<file path="config.mk">
export PLATFORM = sky130hd
export DESIGN_NAME = mem_bus_arbiter
export DESIGN_NICKNAME = d
export VERILOG_FILES = /design/src/rtl/mem_bus_arbiter.sv
export SDC_FILE = /design/constraint.sdc
export NUM_CORES = 1
export LEC_CHECK = 0
export BUFFER_PORTS_ARGS = -buffer_cell sky130_fd_sc_hd__buf_2
export CAP_MARGIN = 20
export CORE_ASPECT_RATIO = 0.75
export CORE_MARGIN = 2
export CORE_UTILIZATION = 47
export DETAILED_ROUTE_END_ITERATION = 6
export MAX_ROUTING_LAYER = met4
export PLACE_DENSITY = 0.79
export SLEW_MARGIN = 15
export SYNTH_ARGS = -nofsm -noshare
export SYNTH_HDL_FRONTEND = slang
export SYNTH_SLANG_ARGS = --single-unit
</file>
<file path="constraint.sdc">
create_clock -name clk -period 2.3 [get_ports clk]
set_clock_uncertainty 0.05 [all_clocks]
set_input_delay 0.46 -clock clk [delete_from_list [all_inputs] [get_ports clk]]
set_output_delay 0.46 -clock clk [all_outputs]
set_load 0.03 [all_outputs]
</file>
<file path="src/rtl/mem_bus_arbiter.sv">
// External memory bus arbiter/sequencer sharing one bus between the fetch and data ports.
// Define MEMARB_RR_EN for round-robin tie-breaking; otherwise the data port wins ties.
module mem_bus_arbiter #(
   parameter int ADDR_W      = 16,
   parameter int DATA_W      = 8,
   parameter int WAIT_CYCLES = 2
) (
   input  logic              clk,
   input  logic              reset,
   input  logic              fetch_req,
   input  logic [ADDR_W-1:0] fetch_addr,
   output logic              fetch_gnt,
   output logic              fetch_done,
   output logic [DATA_W-1:0] fetch_data,
   input  logic              dmem_req,
   input  logic              dmem_we,
   input  logic [ADDR_W-1:0] dmem_addr,
   input  logic [DATA_W-1:0] dmem_wdata,
   output logic              dmem_gnt,
   output logic              dmem_done,
   output logic [DATA_W-1:0] dmem_rdata,
   output logic [ADDR_W-1:0] addr_bus,
   output logic [DATA_W-1:0] data_out,
   output logic              data_oe,
   input  logic [DATA_W-1:0] data_in,
   output logic              ale,
   output logic              psen_n,
   output logic              rd_n,
   output logic              wr_n,
   output logic              busy
);

   typedef enum logic [1:0] {
      ST_IDLE   = 2'd0,
      ST_ADDR   = 2'd1,
      ST_ACCESS = 2'd2,
      ST_DONE   = 2'd3
   } state_t;

   localparam logic       OWN_FETCH = 1'b0;
   localparam logic       OWN_DATA  = 1'b1;
   localparam logic [3:0] WAIT_LOAD = 4'(WAIT_CYCLES - 1);

   state_t            state_r;
   state_t            state_next_s;
   logic              owner_r;
   logic              owner_next_s;
   logic              we_r;
   logic              we_next_s;
   logic [3:0]        cnt_r;
   logic [3:0]        cnt_next_s;
   logic              grant_s;
   logic              last_access_s;
   logic              tie_owner_s;

   logic              fetch_gnt_r;
   logic              fetch_done_r;
   logic [DATA_W-1:0] fetch_data_r;
   logic              dmem_gnt_r;
   logic              dmem_done_r;
   logic [DATA_W-1:0] dmem_rdata_r;
   logic [ADDR_W-1:0] addr_bus_r;
   logic [DATA_W-1:0] data_out_r;
   logic              data_oe_r;
   logic              ale_r;
   logic              psen_n_r;
   logic              rd_n_r;
   logic              wr_n_r;
   logic              busy_r;

`ifdef MEMARB_RR_EN
   logic              last_owner_r;

   assign tie_owner_s = ~last_owner_r;

   // Remember who was granted last so a tie goes to the other requester.
   always_ff @(posedge clk) begin
      if (reset) begin
         last_owner_r <= OWN_FETCH;
      end else if (grant_s) begin
         last_owner_r <= owner_next_s;
      end
   end
`else
   assign tie_owner_s = OWN_DATA;
`endif

   // FSM state, owner, direction and wait-counter register.
   always_ff @(posedge clk) begin
      if (reset) begin
         state_r <= ST_IDLE;
         owner_r <= OWN_FETCH;
         we_r    <= 1'b0;
         cnt_r   <= 4'd0;
      end else begin
         state_r <= state_next_s;
         owner_r <= owner_next_s;
         we_r    <= we_next_s;
         cnt_r   <= cnt_next_s;
      end
   end

   // Next-state, arbitration and wait-counter logic.
   always_comb begin
      state_next_s  = state_r;
      owner_next_s  = owner_r;
      we_next_s     = we_r;
      cnt_next_s    = cnt_r;
      grant_s       = 1'b0;
      last_access_s = 1'b0;
      case (state_r)
         ST_IDLE: begin
            if (fetch_req || dmem_req) begin
               grant_s      = 1'b1;
               state_next_s = ST_ADDR;
               if (fetch_req && dmem_req) begin
                  owner_next_s = tie_owner_s;
               end else if (dmem_req) begin
                  owner_next_s = OWN_DATA;
               end else begin
                  owner_next_s = OWN_FETCH;
               end
               we_next_s = (owner_next_s == OWN_DATA) ? dmem_we : 1'b0;
            end else begin
               state_next_s = ST_IDLE;
            end
         end
         ST_ADDR: begin
            state_next_s = ST_ACCESS;
            cnt_next_s   = WAIT_LOAD;
         end
         ST_ACCESS: begin
            if (cnt_r == 4'd0) begin
               last_access_s = 1'b1;
               state_next_s  = ST_DONE;
            end else begin
               cnt_next_s = cnt_r - 4'd1;
            end
         end
         ST_DONE: begin
            state_next_s = ST_IDLE;
         end
         default: begin
            state_next_s = ST_IDLE;
         end
      endcase
   end

   // Registered bus and handshake outputs, derived from the state being entered.
   always_ff @(posedge clk) begin
      if (reset) begin
         fetch_gnt_r  <= 1'b0;
         fetch_done_r <= 1'b0;
         fetch_data_r <= '0;
         dmem_gnt_r   <= 1'b0;
         dmem_done_r  <= 1'b0;
         dmem_rdata_r <= '0;
         addr_bus_r   <= '0;
         data_out_r   <= '0;
         data_oe_r    <= 1'b0;
         ale_r        <= 1'b0;
         psen_n_r     <= 1'b1;
         rd_n_r       <= 1'b1;
         wr_n_r       <= 1'b1;
         busy_r       <= 1'b0;
      end else begin
         fetch_gnt_r  <= grant_s && (owner_next_s == OWN_FETCH);
         dmem_gnt_r   <= grant_s && (owner_next_s == OWN_DATA);
         ale_r        <= (state_next_s == ST_ADDR);
         psen_n_r     <= !((state_next_s == ST_ACCESS) && (owner_next_s == OWN_FETCH));
         rd_n_r       <= !((state_next_s == ST_ACCESS) && (owner_next_s == OWN_DATA) && !we_next_s);
         wr_n_r       <= !((state_next_s == ST_ACCESS) && (owner_next_s == OWN_DATA) && we_next_s);
         fetch_done_r <= (state_next_s == ST_DONE) && (owner_next_s == OWN_FETCH);
         dmem_done_r  <= (state_next_s == ST_DONE) && (owner_next_s == OWN_DATA);
         data_oe_r    <= (state_next_s != ST_IDLE) && (owner_next_s == OWN_DATA) && we_next_s;
         busy_r       <= (state_next_s != ST_IDLE);
         if (grant_s) begin
            addr_bus_r <= (owner_next_s == OWN_DATA) ? dmem_addr : fetch_addr;
         end
         if (grant_s && (owner_next_s == OWN_DATA) && dmem_we) begin
            data_out_r <= dmem_wdata;
         end
         // Read data is captured on the edge that leaves the final strobe cycle.
         if (last_access_s && (owner_r == OWN_FETCH)) begin
            fetch_data_r <= data_in;
         end
         if (last_access_s && (owner_r == OWN_DATA) && !we_r) begin
            dmem_rdata_r <= data_in;
         end
      end
   end

   assign fetch_gnt  = fetch_gnt_r;
   assign fetch_done = fetch_done_r;
   assign fetch_data = fetch_data_r;
   assign dmem_gnt   = dmem_gnt_r;
   assign dmem_done  = dmem_done_r;
   assign dmem_rdata = dmem_rdata_r;
   assign addr_bus   = addr_bus_r;
   assign data_out   = data_out_r;
   assign data_oe    = data_oe_r;
   assign ale        = ale_r;
   assign psen_n     = psen_n_r;
   assign rd_n       = rd_n_r;
   assign wr_n       = wr_n_r;
   assign busy       = busy_r;

endmodule

</file>
[Word-level counts from Yosys, hierarchy flattened]
Cells that the tools add are included.
Cells by class
  bitwise logic cells: 2
  reduce and logical (&&, ||, !) cells: 26
  muxes and demuxes: 19
  $add $sub $neg: 1
  eq/ne operators: 7
Operator list (count)
  $mux 16: 1
  $logic_and 1x1->1: 15
  $mux 1: 14
  $eq 2x2->1 const B: 4
  $pmux 2 s4: 1
  $pmux 4 s2: 1
  $logic_not 1->1: 5
  $eq 2x1->1 const B: 2
  $logic_not 4->1: 1
  $mux 4: 1
  $reduce_bool 2->1: 2
  $sub 4x1->4 const B: 1
  $logic_not 2->1: 1
  $mux 2: 1
  $ne 2x2->1 const B: 1
  $not 1->1: 2
  $reduce_and 2->1: 1
  $logic_or 1x1->1: 1
Word-level totals
  output and inout bits: 50
  register bits after elaboration: 58
  bits of input ports: 53
  logic and storage cells: 73

[Logic depth before layout (Yosys ltp)]
  depth in word-level cells: 10
  gate-level depth with buffers: 7
  mapped depth without buffers: 5

[Worst setup path after synthesis]
No wires, ideal clock.
  kind: register to register
  start: reg cnt_r[0]
  end: reg data_oe_r, in the netlist data_oe
  cell stages (with the launch flop): 7
  period minus slack after synthesis: 1.864 ns
  setup time: 0.100 ns
  data required time: 2.150 ns
  arrival: 1.715 ns
  slack: 0.436 ns
  path through: dfxtp_1 > inv_1 > ha_1 > or3b_4 > a221o_1 > buf_6 > a2111oi_4
On the way
  cells in the longest elaborated chain, start to end: 6
Ends and longest elaborated chain
  from (decl): line 50  | logic [3:0] cnt_r;
  from (signal assigned): line 99  | cnt_r <= cnt_next_s;
  $logic_not 4->1: line 133  | if (cnt_r == 4'd0) begin
  $mux 2: line 133
  $pmux 2 s4: line 111  | case (state_r)
  $reduce_bool 2->1: line 175  | data_oe_r <= (state_next_s != ST_IDLE) && (owner_next_s == OWN_DATA) && we_next_s;
  $logic_and 1x1->1 (2 in a row): line 175
  to (signal assigned): line 175
  to (decl): line 64  | logic data_oe_r;
Every way passes these cells.
A chain may end at the register's enable or synchronous reset.

[Worst setup path after layout]
Ends and elaborated chain as after synthesis.

==> metrics.cfg <==
[synthesis]
syn_area_um2=2360
synthArstFlopShare_pct=0
synthCells=244
synthFlopType=dfxtp_1
ys_types=37
ys_seq_elements=58
ys_warn_count=0
synth_top_cell_by_area=dfxtp_1
syn-mean-instance-area_um2=9.671
ys_seq_area_share_pct=49.20
synth_area_leaders=dfxtp_1 49%, nand2b_1 7.2%, mux2i_1 6.8%, nor2_1 3.3%, ha_1 3.2%
synth_edf_count=0
syn_nets=303
netlist.area_leader.share_pct=49.20

[critical_path]
crit_path_max_fanout=9
rr_worst_depth=5
critPathSlowestCell=a221o_1
worstReg2RegStart=cnt_r[0]
r2r-end=data_oe
start_kind=flop
path_cells=inv_1, ha_1, or3b_4, a221o_1, a2111oi_4
critical_path_arrival_ns=2.20
slowest_delay_ns=0.47
cp-end-kind=flop
critPathKind=flop to flop
rrSetupSlack_ns=0.28
critPathLaunch=cnt_r[0]
critPathRequiredTime_ns=2.48

[layout]
num_antenna_cells=0
fill_cells=417
layout.nets=404
finalCoreUtilization_pct=63.38
area_growth_pct=30.86
drive_gt1_share_pct=36.00
stdcell_count=410

[timing]
min_period_over_period_pct=87.93
hold_slack_ns=0.2945
worst_slew_pin_slew_ns=0.5806
period_minus_slack_ns=2.023
finalSetupViolCount=0
grt_setup_unrepaired=false
max_slew_margin_pct=61.21
setup_slack_ns=0.2775
maxSlewViolCount=0
hold_viol_final=0
fmax_ghz=0.4944
fin_setup_tns_ns=0

[drt]
firstDrtPassIters=7
drt-met1-wl_um=2649
wl_met2_um=2266
vias=2052
antenna_left=0
route.detailed.drc=5
wl_met3_um=423
drt_iter0_drc=75
wl_um=5379
top_layer=met4
post_drt_wl_per_cell_um=13.12
viasPerCell=5.005

[placed_design]
place_ws_ns=0.2999
port_buffers=102
dp_hpwl_um=4020
dp.cells=394
place.gp.congestion=0.9227

[job]
drv_cap=0

[min_path]
min_to=addr_bus[7]
worstHoldPathCells=2
hp-start=dmem_addr[7]
hold_class=primary input to flop

[floorplanning]
die-area_um2=5610
start_util_pct=48.43
io_pins=103
die_width_um=85.82
rows=22
core_um2=4872
die_h_um=65.37

[cts]
cts_inserted_buffers=9
h-tree-depth=3
cts_num_sinks=58
worstSkewPairLatency_ns=0.32
cts.clk_slew.worst_paths_ns=0.06
post_cts_resized=0
cts_tree=built
cts_buffer_depth=2
cts_setup_buffers=0
clock-root-buffer=clkbuf_8
hold_buffers=0

[global_route]
grt_remaining_overflow=0
grt_pass1_vias=1991
grt_pass1_wl_um=8845
grt.total_usage_pct=20.79
grt_start_max_net_pins=25
antenna_found_initial=0

[pwr]
irDropWorstVdd_mv=0.7134
pwr_density_cell_nw_per_um2=1206
p_leak_uw=0.001463

[run_status]
violations=DRC
outcome=finished with violations

-- kinds of logic after synthesis --
| logic type | count (synthesis) | share of synthesized area (%) |
|---|---|---|
| buffers and inverters | 23 | 4.083 |
| AO/OA/AOI/OAI | 49 | 15.06 |
| adder cells (fa/ha/maj) | 6 | 3.181 |
| multiplexers | 16 | 6.787 |
| flip-flops | 58 | 49.20 |
| AND/OR/NAND/NOR | 92 | 21.69 |
-- through the flow --
stage / power [uW] / area [um^2]
4_1_cts: 3756 / 3088
3_3_place_gp: 2860 / 2905
6_report: 3724 / 3088
5_1_grt: 3974 / 3088
2_1_floorplan: 2512 / 2360
3_5_place_dp: 2899 / 2905
-- final cells by class --
class / instances / area, um^2 / area share, %
Timing Repair Buffer: 106 / 540.5 / 17.50
Tap cell: 60 / 75.07 / 2.431
Inverter: 7 / 26.28 / 0.8509
Clock buffer: 14 / 172.7 / 5.592
Sequential cell: 58 / 1161 / 37.60
Multi-Input combinational cell: 163 / 1102 / 35.70
Clock inverter: 2 / 10.01 / 0.3241
-- worst max-delay path by stage --
| stage | endpoint | slack, ns |
|---|---|---|
| floorplan | data_oe | 0.44 |
| global placement | data_oe | 0.36 |
| detailed placement | data_oe | 0.30 |
| CTS | data_oe | 0.28 |
| global route | data_oe | 0.16 |
| finish | data_oe | 0.28 |
-- synth_stat cells, types with 2 or more instances --
cell / n
nand2b_1: 27
a221o_1: 7
o22ai_1: 9
nand4b_1: 2
and2_1: 6
nand2_1: 18
clkbuf_1: 13
a21oi_1: 13
o21a_1: 2
buf_2: 2
nor2_1: 21
a211oi_1: 9
nor3_1: 3
nand3_1: 4
ha_1: 6
nor2b_1: 2
o21ai_0: 2
and4bb_2: 2
dfxtp_1: 58
inv_1: 6
mux2i_1: 16
-- per-layer routing --
metal | track usage [%] | vias up
li1 | - | 1050
met1 | 26.48 | 915
met2 | 30.37 | 83
met3 | 8.920 | 4
met4 | 5.754 | 0
met5 | - | -
-- critical path: cells and delay by family (launching register included) --
family          cells  cell delay [ns]
compound gates      2             0.84
fa+ha+maj           1             0.18
buf+inv             1             0.09
flops               1             0.34
simple gates        1             0.41
-- cells in the final DEF (no fill, tap or decap), types with 7 or more instances in the layout --
cell	n
mux2i_1	16
nor2_1	21
a211oi_1	9
nand2b_1	27
o22ai_1	9
dfxtp_1	58
clkbuf_8	12
a221o_1	7
a21oi_1	13
nand2_1	18
buf_2	102
-- state kept, by name, indices dropped and copies added, names as in the netlist, 2 cells and up --
name	flops
dmem_rdata	8
state_r	2
addr_bus	16
cnt_r	4
fetch_data	8
data_out	8
-- where the power goes --
| part | internal (uW) | switching (uW) |
|---|---|---|
| registers | 1230 | 117 |
| logic | 522 | 1000 |
| clock network | 476 | 371 |
| total | 2230 | 1490 |
Note: power is estimated with default switching activity, not from simulation.
